[config.mk]
export PLATFORM = sky130hd
export DESIGN_NAME = wac_cmd_hub_flat
export DESIGN_NICKNAME = d
export VERILOG_FILES = /design/src/rtl/wac_pkg.sv /design/src/rtl/wac_cmd_hub_if.sv /design/src/rtl/wac_rr_arb.sv /design/src/rtl/wac_cmd_hub.sv /design/src/flat_wrapper.sv
export SDC_FILE = /design/constraint.sdc
export NUM_CORES = 1
export LEC_CHECK = 0
export BUFFER_PORTS_ARGS = -buffer_cell sky130_fd_sc_hd__buf_2
export CAP_MARGIN = 20
export CELL_PAD_IN_SITES_DETAIL_PLACEMENT = 1
export CELL_PAD_IN_SITES_GLOBAL_PLACEMENT = 1
export CORE_AREA = 5 5 120 122
export DETAILED_ROUTE_END_ITERATION = 16
export DIE_AREA = 0 0 125 127
export PLACE_DENSITY_LB_ADDON = 0.1
export SLEW_MARGIN = 20
export SYNTH_ARGS = -nofsm -noshare
export SYNTH_HDL_FRONTEND = slang
export SYNTH_SLANG_ARGS = --single-unit
[constraint.sdc]
create_clock -name clk -period 4.3 [get_ports clk]
set_input_delay 0.86 -clock clk [delete_from_list [all_inputs] [get_ports clk]]
set_output_delay 0.86 -clock clk [all_outputs]
set_load 0.01 [all_outputs]
[src/rtl/wac_pkg.sv]
// wac_pkg: shared opcodes, error codes and command FSM states for the WAC command hub
package wac_pkg;
  localparam logic [3:0] OP_DAC  = 4'h1;
  localparam logic [3:0] OP_MUX  = 4'h2;
  localparam logic [3:0] OP_DPOT = 4'h3;
  localparam logic [3:0] OP_SEQ  = 4'h4;
  localparam logic [3:0] OP_ADC  = 4'h9;
  localparam logic [1:0] ERR_OK  = 2'd0;
  localparam logic [1:0] ERR_OPC = 2'd1;
  localparam logic [1:0] ERR_CH  = 2'd2;
  localparam logic [1:0] ERR_TO  = 2'd3;
  typedef enum logic [1:0] {ST_IDLE, ST_ISSUE, ST_WAIT, ST_FIN} state_t;
endpackage

[src/rtl/wac_cmd_hub_if.sv]
// wac_cmd_hub_if: ready/valid stream carrying gathered ADC samples and their channel index
interface wac_cmd_hub_if #(parameter int ADC_W = 12);
  logic [ADC_W-1:0] out_data;
  logic [3:0]       out_ch;
  logic             out_valid;
  logic             out_ready;
  modport master (output out_data, out_ch, out_valid, input out_ready);
  modport slave  (input out_data, out_ch, out_valid, output out_ready);
endinterface

[src/rtl/wac_rr_arb.sv]
// wac_rr_arb: round-robin arbiter, first request at or after ptr wins
module wac_rr_arb #(parameter int N = 2) (
  input  logic [N-1:0] req,
  input  logic [3:0]   ptr,
  output logic [N-1:0] gnt,
  output logic [3:0]   idx
);
  logic [N-1:0] rot;
  // rotate requests so ptr sits at bit 0, pick the lowest set bit, rotate back
  always_comb begin
    int off;
    off = 0;
    rot = N'({req, req} >> ptr);
    for (int i = N - 1; i >= 0; i--) if (rot[i]) off = i;
    idx = 4'((int'(ptr) + off) % N);
    gnt = |req ? N'(1) << idx : '0;
  end
endmodule

[src/rtl/wac_cmd_hub.sv]
// wac_cmd_hub: command dispatcher for WAC peripherals plus round-robin ADC sample gatherer
module wac_cmd_hub import wac_pkg::*; #(
  parameter int N_ADC  = 2,
  parameter int ADC_W  = 12,
  parameter int NS_W   = 12,
  parameter int CONF_W = 16,
  parameter int N_MUX  = 4,
  parameter int TO_W   = 16
) (
  input  logic                   clk,
  input  logic                   rst_n,
  input  logic                   cmd_stb,
  input  logic [7:0]             ctrl_word,
  input  logic [CONF_W-1:0]      conf_word,
  input  logic [NS_W-1:0]        n_samples,
  input  logic                   adc_mode,
  output logic                   cmd_busy,
  output logic                   cmd_done,
  output logic [1:0]             cmd_err,
  output logic [N_MUX-1:0]       mux_cfg,
  output logic                   dac_start,
  output logic [15:0]            dac_data,
  input  logic                   dac_done,
  output logic                   dpot_start,
  output logic [1:0]             dpot_sel,
  output logic [7:0]             dpot_data,
  input  logic                   dpot_done,
  output logic                   seq_start,
  output logic [1:0]             seq_mode,
  input  logic                   seq_done,
  output logic [N_ADC-1:0]       adc_start,
  output logic                   adc_mode_o,
  output logic [NS_W-1:0]        adc_n,
  input  logic [N_ADC*ADC_W-1:0] adc_dat_i,
  input  logic [N_ADC-1:0]       adc_vld_i,
  input  logic [N_ADC-1:0]       adc_done_i,
  output logic [N_ADC-1:0]       ovf,
  wac_cmd_hub_if.master          so
);
  localparam logic [TO_W-1:0] TO_LAST = {{(TO_W-1){1'b1}}, 1'b0};
  state_t state, state_d;
  logic [7:0] ctrl_q;
  logic [N_MUX-1:0] mux_q;
  logic [1:0] err_q, err_d;
  logic [TO_W-1:0] cnt;
  logic [3:0] opc, ch;
  logic [N_ADC-1:0] ch_oh;
  logic issue, done_sel, take;
  assign opc = ctrl_q[3:0];
  assign ch = ctrl_q[7:4];
  assign ch_oh = N_ADC'(1) << ch;
  assign issue = state == ST_ISSUE;
  assign take = state == ST_IDLE && cmd_stb;
  assign done_sel = opc == OP_DAC ? dac_done : opc == OP_DPOT ? dpot_done :
                    opc == OP_SEQ ? seq_done : |(adc_done_i & ch_oh);
  assign cmd_busy = state != ST_IDLE;
  assign cmd_done = state == ST_FIN;
  assign cmd_err = cmd_done ? err_q : ERR_OK;
  assign dac_start = issue && opc == OP_DAC;
  assign dpot_start = issue && opc == OP_DPOT;
  assign seq_start = issue && opc == OP_SEQ;
  assign adc_start = issue && opc == OP_ADC ? ch_oh : '0;
  // command state, status and timeout counter (cleared in ISSUE, runs in WAIT)
  always_ff @(posedge clk or negedge rst_n) begin
    if (!rst_n) begin
      state <= ST_IDLE;
      err_q <= ERR_OK;
      cnt <= '0;
    end else begin
      state <= state_d;
      err_q <= err_d;
      cnt <= issue ? '0 : state == ST_WAIT ? cnt + 1'b1 : cnt;
    end
  end
  // next state; timeout fires when the counter is about to reach all-ones
  always_comb begin
    state_d = state;
    err_d = err_q;
    case (state)
      ST_IDLE: state_d = cmd_stb ? ST_ISSUE : ST_IDLE;
      ST_ISSUE: begin
        err_d = ERR_OK;
        if (opc == OP_DAC || opc == OP_DPOT || opc == OP_SEQ) state_d = ST_WAIT;
        else if (opc == OP_ADC) begin
          state_d = |ch_oh ? ST_WAIT : ST_FIN;
          err_d = |ch_oh ? ERR_OK : ERR_CH;
        end else begin
          state_d = ST_FIN;
          err_d = opc == OP_MUX ? ERR_OK : ERR_OPC;
        end
      end
      ST_WAIT: begin
        state_d = done_sel || cnt == TO_LAST ? ST_FIN : ST_WAIT;
        err_d = done_sel ? ERR_OK : ERR_TO;
      end
      default: state_d = ST_IDLE;
    endcase
  end
  // latch the command and peripheral payloads so they are valid alongside the start pulse
  always_ff @(posedge clk or negedge rst_n) begin
    if (!rst_n) begin
      ctrl_q <= '0;
      mux_q <= '0;
      mux_cfg <= '1;
      dac_data <= '0;
      dpot_sel <= 2'b11;
      dpot_data <= '0;
      seq_mode <= '0;
      adc_mode_o <= 1'b0;
      adc_n <= '0;
    end else begin
      if (take) begin
        ctrl_q <= ctrl_word;
        mux_q <= conf_word[N_MUX-1:0];
        if (ctrl_word[3:0] == OP_DAC) dac_data <= conf_word[15:0];
        if (ctrl_word[3:0] == OP_DPOT) {dpot_sel, dpot_data} <= conf_word[9:0];
        if (ctrl_word[3:0] == OP_SEQ) seq_mode <= ctrl_word[5:4];
        if (ctrl_word[3:0] == OP_ADC) {adc_mode_o, adc_n} <= {adc_mode, n_samples};
      end
      if (issue && opc == OP_MUX) mux_cfg <= mux_q;
    end
  end
  logic [ADC_W-1:0] hold [N_ADC];
  logic [ADC_W-1:0] sel_data;
  logic [N_ADC-1:0] full, gnt, drain;
  logic [3:0] idx, ptr, ptr_eff;
  logic hs, load;
  assign hs = so.out_valid && so.out_ready;
  assign load = |full && (!so.out_valid || so.out_ready);
  assign drain = load ? gnt : '0;
  assign ptr_eff = hs ? (so.out_ch == 4'(N_ADC - 1) ? 4'd0 : so.out_ch + 4'd1) : ptr;
  wac_rr_arb #(.N(N_ADC)) u_arb (.req(full), .ptr(ptr_eff), .gnt(gnt), .idx(idx));
  // granted holding register feeds the output register
  always_comb begin
    sel_data = '0;
    for (int k = 0; k < N_ADC; k++) if (gnt[k]) sel_data = hold[k];
  end
  // per-channel holding registers; a sample arriving while full and not draining is lost
  always_ff @(posedge clk or negedge rst_n) begin
    if (!rst_n) begin
      full <= '0;
      ovf <= '0;
      for (int k = 0; k < N_ADC; k++) hold[k] <= '0;
    end else begin
      for (int k = 0; k < N_ADC; k++) begin
        if (adc_vld_i[k] && (!full[k] || drain[k])) begin
          hold[k] <= adc_dat_i[k*ADC_W +: ADC_W];
          full[k] <= 1'b1;
        end else if (drain[k]) full[k] <= 1'b0;
        if (adc_vld_i[k] && full[k] && !drain[k]) ovf[k] <= 1'b1;
      end
    end
  end
  // output register holds until accepted; the pointer advances past the accepted channel
  always_ff @(posedge clk or negedge rst_n) begin
    if (!rst_n) begin
      so.out_data <= '0;
      so.out_ch <= '0;
      so.out_valid <= 1'b0;
      ptr <= '0;
    end else begin
      if (load) begin
        so.out_data <= sel_data;
        so.out_ch <= idx;
        so.out_valid <= 1'b1;
      end else if (hs) so.out_valid <= 1'b0;
      if (hs) ptr <= ptr_eff;
    end
  end
endmodule

[src/flat_wrapper.sv]
// flat-port wrapper written by rule: the top's interface ports become plain ports
module wac_cmd_hub_flat import wac_pkg::*;
#(
  parameter int N_ADC  = 2,
  parameter int ADC_W  = 12,
  parameter int NS_W   = 12,
  parameter int CONF_W = 16,
  parameter int N_MUX  = 4,
  parameter int TO_W   = 16
)
  (clk, rst_n, cmd_stb, ctrl_word, conf_word, n_samples, adc_mode, cmd_busy, cmd_done, cmd_err, mux_cfg, dac_start, dac_data, dac_done, dpot_start, dpot_sel, dpot_data, dpot_done, seq_start, seq_mode, seq_done, adc_start, adc_mode_o, adc_n, adc_dat_i, adc_vld_i, adc_done_i, ovf, so_out_data, so_out_ch, so_out_valid, so_out_ready);
  wac_cmd_hub_if #(.ADC_W(ADC_W)) so_i ();
  input  logic clk;
  input  logic rst_n;
  input  logic cmd_stb;
  input  logic [7:0] ctrl_word;
  input  logic [CONF_W-1:0] conf_word;
  input  logic [NS_W-1:0] n_samples;
  input  logic adc_mode;
  output logic cmd_busy;
  output logic cmd_done;
  output logic [1:0] cmd_err;
  output logic [N_MUX-1:0] mux_cfg;
  output logic dac_start;
  output logic [15:0] dac_data;
  input  logic dac_done;
  output logic dpot_start;
  output logic [1:0] dpot_sel;
  output logic [7:0] dpot_data;
  input  logic dpot_done;
  output logic seq_start;
  output logic [1:0] seq_mode;
  input  logic seq_done;
  output logic [N_ADC-1:0] adc_start;
  output logic adc_mode_o;
  output logic [NS_W-1:0] adc_n;
  input  logic [N_ADC*ADC_W-1:0] adc_dat_i;
  input  logic [N_ADC-1:0] adc_vld_i;
  input  logic [N_ADC-1:0] adc_done_i;
  output logic [N_ADC-1:0] ovf;
  output wire logic [$bits(so_i.out_data)-1:0] so_out_data;
  output wire logic [$bits(so_i.out_ch)-1:0] so_out_ch;
  output wire logic [$bits(so_i.out_valid)-1:0] so_out_valid;
  input wire logic [$bits(so_i.out_ready)-1:0] so_out_ready;
  assign so_out_data = so_i.out_data;
  assign so_out_ch = so_i.out_ch;
  assign so_out_valid = so_i.out_valid;
  assign so_i.out_ready = so_out_ready;
  wac_cmd_hub #(.N_ADC(N_ADC), .ADC_W(ADC_W), .NS_W(NS_W), .CONF_W(CONF_W), .N_MUX(N_MUX), .TO_W(TO_W)) u_core (.clk(clk), .rst_n(rst_n), .cmd_stb(cmd_stb), .ctrl_word(ctrl_word), .conf_word(conf_word), .n_samples(n_samples), .adc_mode(adc_mode), .cmd_busy(cmd_busy), .cmd_done(cmd_done), .cmd_err(cmd_err), .mux_cfg(mux_cfg), .dac_start(dac_start), .dac_data(dac_data), .dac_done(dac_done), .dpot_start(dpot_start), .dpot_sel(dpot_sel), .dpot_data(dpot_data), .dpot_done(dpot_done), .seq_start(seq_start), .seq_mode(seq_mode), .seq_done(seq_done), .adc_start(adc_start), .adc_mode_o(adc_mode_o), .adc_n(adc_n), .adc_dat_i(adc_dat_i), .adc_vld_i(adc_vld_i), .adc_done_i(adc_done_i), .ovf(ovf), .so(so_i));
endmodule
Yosys cells after proc, flatten, opt, wreduce, memory -nomap -nowiden
Cells that the tools add are included.

Flip-flop bits (word level): 124. Input bits: 72. Output and inout port bits: 73. Word-level logic and storage cells: 115.

Add/subtract/negate cells: 3. Equality and inequality tests: 14. Shift-type cells: 3. Muxes and demuxes: 33. Bitwise operators: 2. Reduce and logical (&&, ||, !) cells: 38.

Operators with widths (count): $add A5 B32 Y32 (1); $mux W16 (2); $mux W32 (1); $mux W12 (2); $mux W2 (10); $add A16 B1 Y16 const B (1); $eq A16 B16 Y1 const B (1); $logic_and A1 B1 Y1 (14); $mux W1 (14); $eq A4 B1 Y1 const B (3); $eq A4 B2 Y1 const B (3); $reduce_bool A2 Y1 (5); $eq A4 B3 Y1 const B (2); $eq A4 B4 Y1 const B (2); $mux W4 (2); $reduce_and A2 Y1 (4); $shl A1 B4 Y2 const A (2); $logic_or A1 B1 Y1 (6); $pmux W2 S3 (1); $reduce_or A2 Y1 (3); $logic_not A1 Y1 (5); $eq A2 B2 Y1 const B (2); $pmux W2 S2 (1); $shr A4 B4 Y2 (1); other kinds (5) (5).

Logic depth before layout (Yosys ltp)
Depth in word-level cells: 14. Gate-level depth with buffers: 8. Mapped depth without buffers: 6.

Modules after synthesis
Synthesis repeated with hierarchy kept, for this count alone.

Cell total of the unflattened synthesis: 434. Area total of the unflattened synthesis: 5467.7 µm².

By module, submodules not included: wac_cmd_hub (times used 1, cells each 420, area each 5365.1 µm², sequential area each 3160.5 µm²); wac_rr_arb (times used 1, cells each 14, area each 102.6 µm², sequential area each 0.0 µm²).

Worst setup path after synthesis
Ideal clock, no wire load.

Kind: in2reg. From: in cmd_stb. To: reg u_core.adc_mode_o. Setup time: 0.125 ns. Arrival: 2.012 ns. Data required time: 4.175 ns. Setup slack: 2.163 ns. Cell stages on the path: 6. Buffers on the path: 2. Cells stage by stage: nand2_1 -> nor2_1 -> and4b_1 -> clkbuf_1 -> buf_2 -> mux2_2.

Longest elaborated chain between the ends: 2.

RTL lines: from (decl) (line flat_wrapper.sv:15) `input logic cmd_stb;`; $logic_and A1 B1 Y1 (line wac_cmd_hub.sv:53) `assign take = state == ST_IDLE && cmd_stb;`; $reduce_and A2 Y1 (no source line); to (signal assigned) (line wac_cmd_hub.sv:118) `if (ctrl_word[3:0] == OP_ADC) {adc_mode_o, adc_n} <= {adc_mode, n_samples};`; to (decl) (line wac_cmd_hub.sv:32) `output logic adc_mode_o,`.

Every way passes these cells. A chain may end at the register's enable or synchronous reset.

Final worst setup path
From: reg u_core.ctrl_q[1]. To: out seq_start.

Longest elaborated chain between the ends: 2.

RTL lines: from (decl) (line wac_cmd_hub.sv:42) `logic [7:0] ctrl_q;`; from (signal assigned) (line wac_cmd_hub.sv:113) `ctrl_q <= ctrl_word;`; $eq A4 B3 Y1 (line wac_cmd_hub.sv:61) `assign seq_start = issue && opc == OP_SEQ;`; $logic_and A1 B1 Y1 (line wac_cmd_hub.sv:61); to (decl) (line flat_wrapper.sv:31) `output logic seq_start;`.

Every way passes these cells.

==> impl_metrics.env <==
export IMPL_design_area_mm2=0.00735
export IMPL_antenna_cells=0
export IMPL_p_sw_uw=1700
export IMPL_cts_root_buffer_cell="clkbuf_16"
export IMPL_place_area_mm2=0.00663
export IMPL_rsz0062_at_grt="no"
export IMPL_drt_pass1_iterations=4
export IMPL_grt_pass1_wl_um=26700
export IMPL_internal_power_uw=3470
export IMPL_die_h_um=127
export IMPL_worstMarginPinSlew_ns=1.07
export IMPL_synth_edff_count=0
export IMPL_drv_cap=0
export IMPL_holdBufCountCts=0
export IMPL_skew_ns=0.0104
export IMPL_min_period_ns=2.77
export IMPL_placed_cells=813
export IMPL_yosysWarnings=0
export IMPL_post_dp_hpwl_um=11400
export IMPL_antenna_left=0
export IMPL_clkTransAtPathRegs_ns=0.05
export IMPL_areaGrowthSynthToFinish_pct=25.8
export IMPL_die_width_um=125
export IMPL_core_area_mm2=0.0131
export IMPL_cp_end_kind="output port"
export IMPL_slew_viol_final=0
export IMPL_setup_viol_count_final=0
export IMPL_p_seq_frac=0.386
export IMPL_ys_top_cells_by_count="dfrtp_1 (117), mux2_2 (60), a21oi_1 (45)"
export IMPL_ys_types=58
export IMPL_fillCellCount=1433
export IMPL_io_buffer_count=141
export IMPL_hold_class="in2async"
export IMPL_crit_buf_inv=1
export IMPL_crit_path_start_kind="register"
export IMPL_crit_required_ns=3.44
export IMPL_irDropWorstVdd_v=0.000283
export IMPL_stdcell_count=846
export IMPL_pwr_share_comb=0.295
export IMPL_setup_worst_path_class="reg2out"
export IMPL_die_area_mm2=0.0159
export IMPL_crit_slowest_cell="nor4b_1"
export IMPL_whs_ns=0.331
export IMPL_synth_area_leaders="dfrtp_1 (50%), mux2_2 (12%), a21oi_1 (3.9%)"
export IMPL_final_layout_size_suffix_gt1_frac=0.387
export IMPL_cts_setup_buffers=0
export IMPL_grt_pass1_vias=5165
export IMPL_swShare=0.328
export IMPL_outcome="finished clean"
export IMPL_p_leak_uw=0.00347
export IMPL_hold_violations=0
export IMPL_antenna_found_initial=0
export IMPL_clockPowerShare=0.319
export IMPL_cts_tree="yes"
export IMPL_clockBufferDepth=2
export IMPL_relSlewSlack=0.289
export IMPL_max_stage_delay_ns=0.68
export IMPL_ys_ff_latch=123
export IMPL_synth_top_area_cell="dfrtp_1"
export IMPL_ys_seq_area_frac=0.528
export IMPL_grt_usage=0.209
export IMPL_floorplan_initialDensity=0.446
export IMPL_cp_top_family="simple AND/OR/NAND/NOR gates"
export IMPL_async_reset_ff_frac=1.00
export IMPL_pin_count=145
export IMPL_wl_um=16300
export IMPL_wl_per_cell_um=19.2
export IMPL_cp_arrival_ns=1.91
export IMPL_synth_top_cell_area_share=0.501
export IMPL_timing_final_crit_share=0.645
export IMPL_crit_chain="nor4b_1 -> and2_1 -> buf_2"
export IMPL_vias=4695
export IMPL_power_density_mw_per_mm2=704
export IMPL_tns_ns=0
export IMPL_avgSynthCellArea_um2=11.1
export IMPL_synth_most_common_cell="dfrtp_1"
export IMPL_synth_flop_cell="dfrtp_1"
export IMPL_rows=42
export IMPL_cts_resized=0
export IMPL_cts_max_level=4
export IMPL_first_iter_violations=284
export IMPL_gr_total_overflow=0
export IMPL_vias_per_cell=5.55
export IMPL_clock_sinks=123
export IMPL_insertion_delay_ns=0.42
export IMPL_routabilityCongestion=0.763
export IMPL_grt_max_degree=75
export IMPL_cp_max_fo=8
export IMPL_max_freq_mhz=360
export IMPL_utilization=0.561
export IMPL_netlist_area_mm2=0.00584
export IMPL_num_nets_final=736
export IMPL_cts_made_buffers=17
export IMPL_drc=0
export IMPL_syn_inst=525
[cell usage in the layout, fill, tap and decap left out, drive strengths merged, types with 7 or more instances in the layout]
master / netlist / layout
inv: 13 / 13
buf: 13 / 146
and2: 8 / 8
clkbuf: 22 / 21
o221a: 12 / 12
o21ai: 7 / 7
ha: 7 / 7
nand2: 43 / 43
o2111ai: 12 / 12
a32o: 12 / 12
dfrtp: 117 / 117
nand4: 18 / 18
nand3: 22 / 22
mux2: 60 / 60
o22ai: 14 / 14
nor2: 37 / 37
a21oi: 45 / 45
[path summary, 6_finish.rpt]
kind | from | to | slack (ns) | cells past startpoint
max | u_core.ctrl_q[1]$_DFFE_PN0P_ | seq_start | 1.53 | 3
min | rst_n | u_core.ctrl_q[4]$_DFFE_PN0P_ | 0.33 | 1
min in group clk | u_core.ovf[0]$_DFFE_PN0P_ | u_core.ovf[0]$_DFFE_PN0P_ | 0.45 | 1
max in group asynchronous | rst_n | u_core.mux_cfg[1]$_DFFE_PN1P_ | 3.35 | 2
max reg2reg | u_core.state[0]$_DFF_PN0_ | u_core.adc_n[3]$_DFFE_PN0P_ | 1.61 | 6
min reg2reg | u_core.ovf[0]$_DFFE_PN0P_ | u_core.ovf[0]$_DFFE_PN0P_ | 0.45 | 1
[state kept, by name, indices dropped and copies added (netlist names), 8 cells and up]
signal,flops
u_core.adc_n,12
u_core.cnt,16
u_core.ctrl_q,8
u_core.dac_data,16
u_core.dpot_data,8
u_core.hold,24
u_core.so.out_data,12
[cells by family after synthesis]
group,share of synthesized area
AOI/OAI and AO/OA,0.151
xor gates and xnor gates,0.0120
adders and majority gates,0.0150
buffers and inverters,0.0399
DFF,0.528
muxes,0.117
other,0.000642
and+or+nand+nor,0.136
[routing by layer]
layer  vias up  wire length (µm)  GRT usage  share of wire
met4         0               191     0.0631          0.012
met1      2387              6780      0.253           0.42
met5         -                 0          0              0
met2        94              8740      0.373           0.54
li1       2196                 -          -              -
met3        18               558     0.0492          0.034
[power groups by stage]
stage | clock (µW) | combinational (µW) | sequential (µW)
2_1_floorplan | 0 | 911 | 2000
3_3_place_gp | 0 | 1470 | 1970
3_5_place_dp | 0 | 1530 | 2000
4_1_cts | 1680 | 1550 | 1990
5_1_grt | 1740 | 1680 | 2050
6_report | 1650 | 1530 | 1990
[cell type report]
type	count	area, µm²	share of cell area
well taps	176	220	0.0300
multi-input cells	356	2530	0.344
clock inverters	11	214	0.0291
flip-flops and latches	123	3090	0.420
inverters	13	48.8	0.00664
repair buffers	146	778	0.106
clock buffers	21	470	0.0640
[metrics by stage]
stage               total power, µW  setup slack [ns]
floorplan                      2910              2.16
global placement               3440              1.50
detailed placement             3540              1.44
CTS                            5230              1.54
global route                   5470              1.42
finish                         5170              1.53
Note: power is estimated with default switching activity, not from simulation.
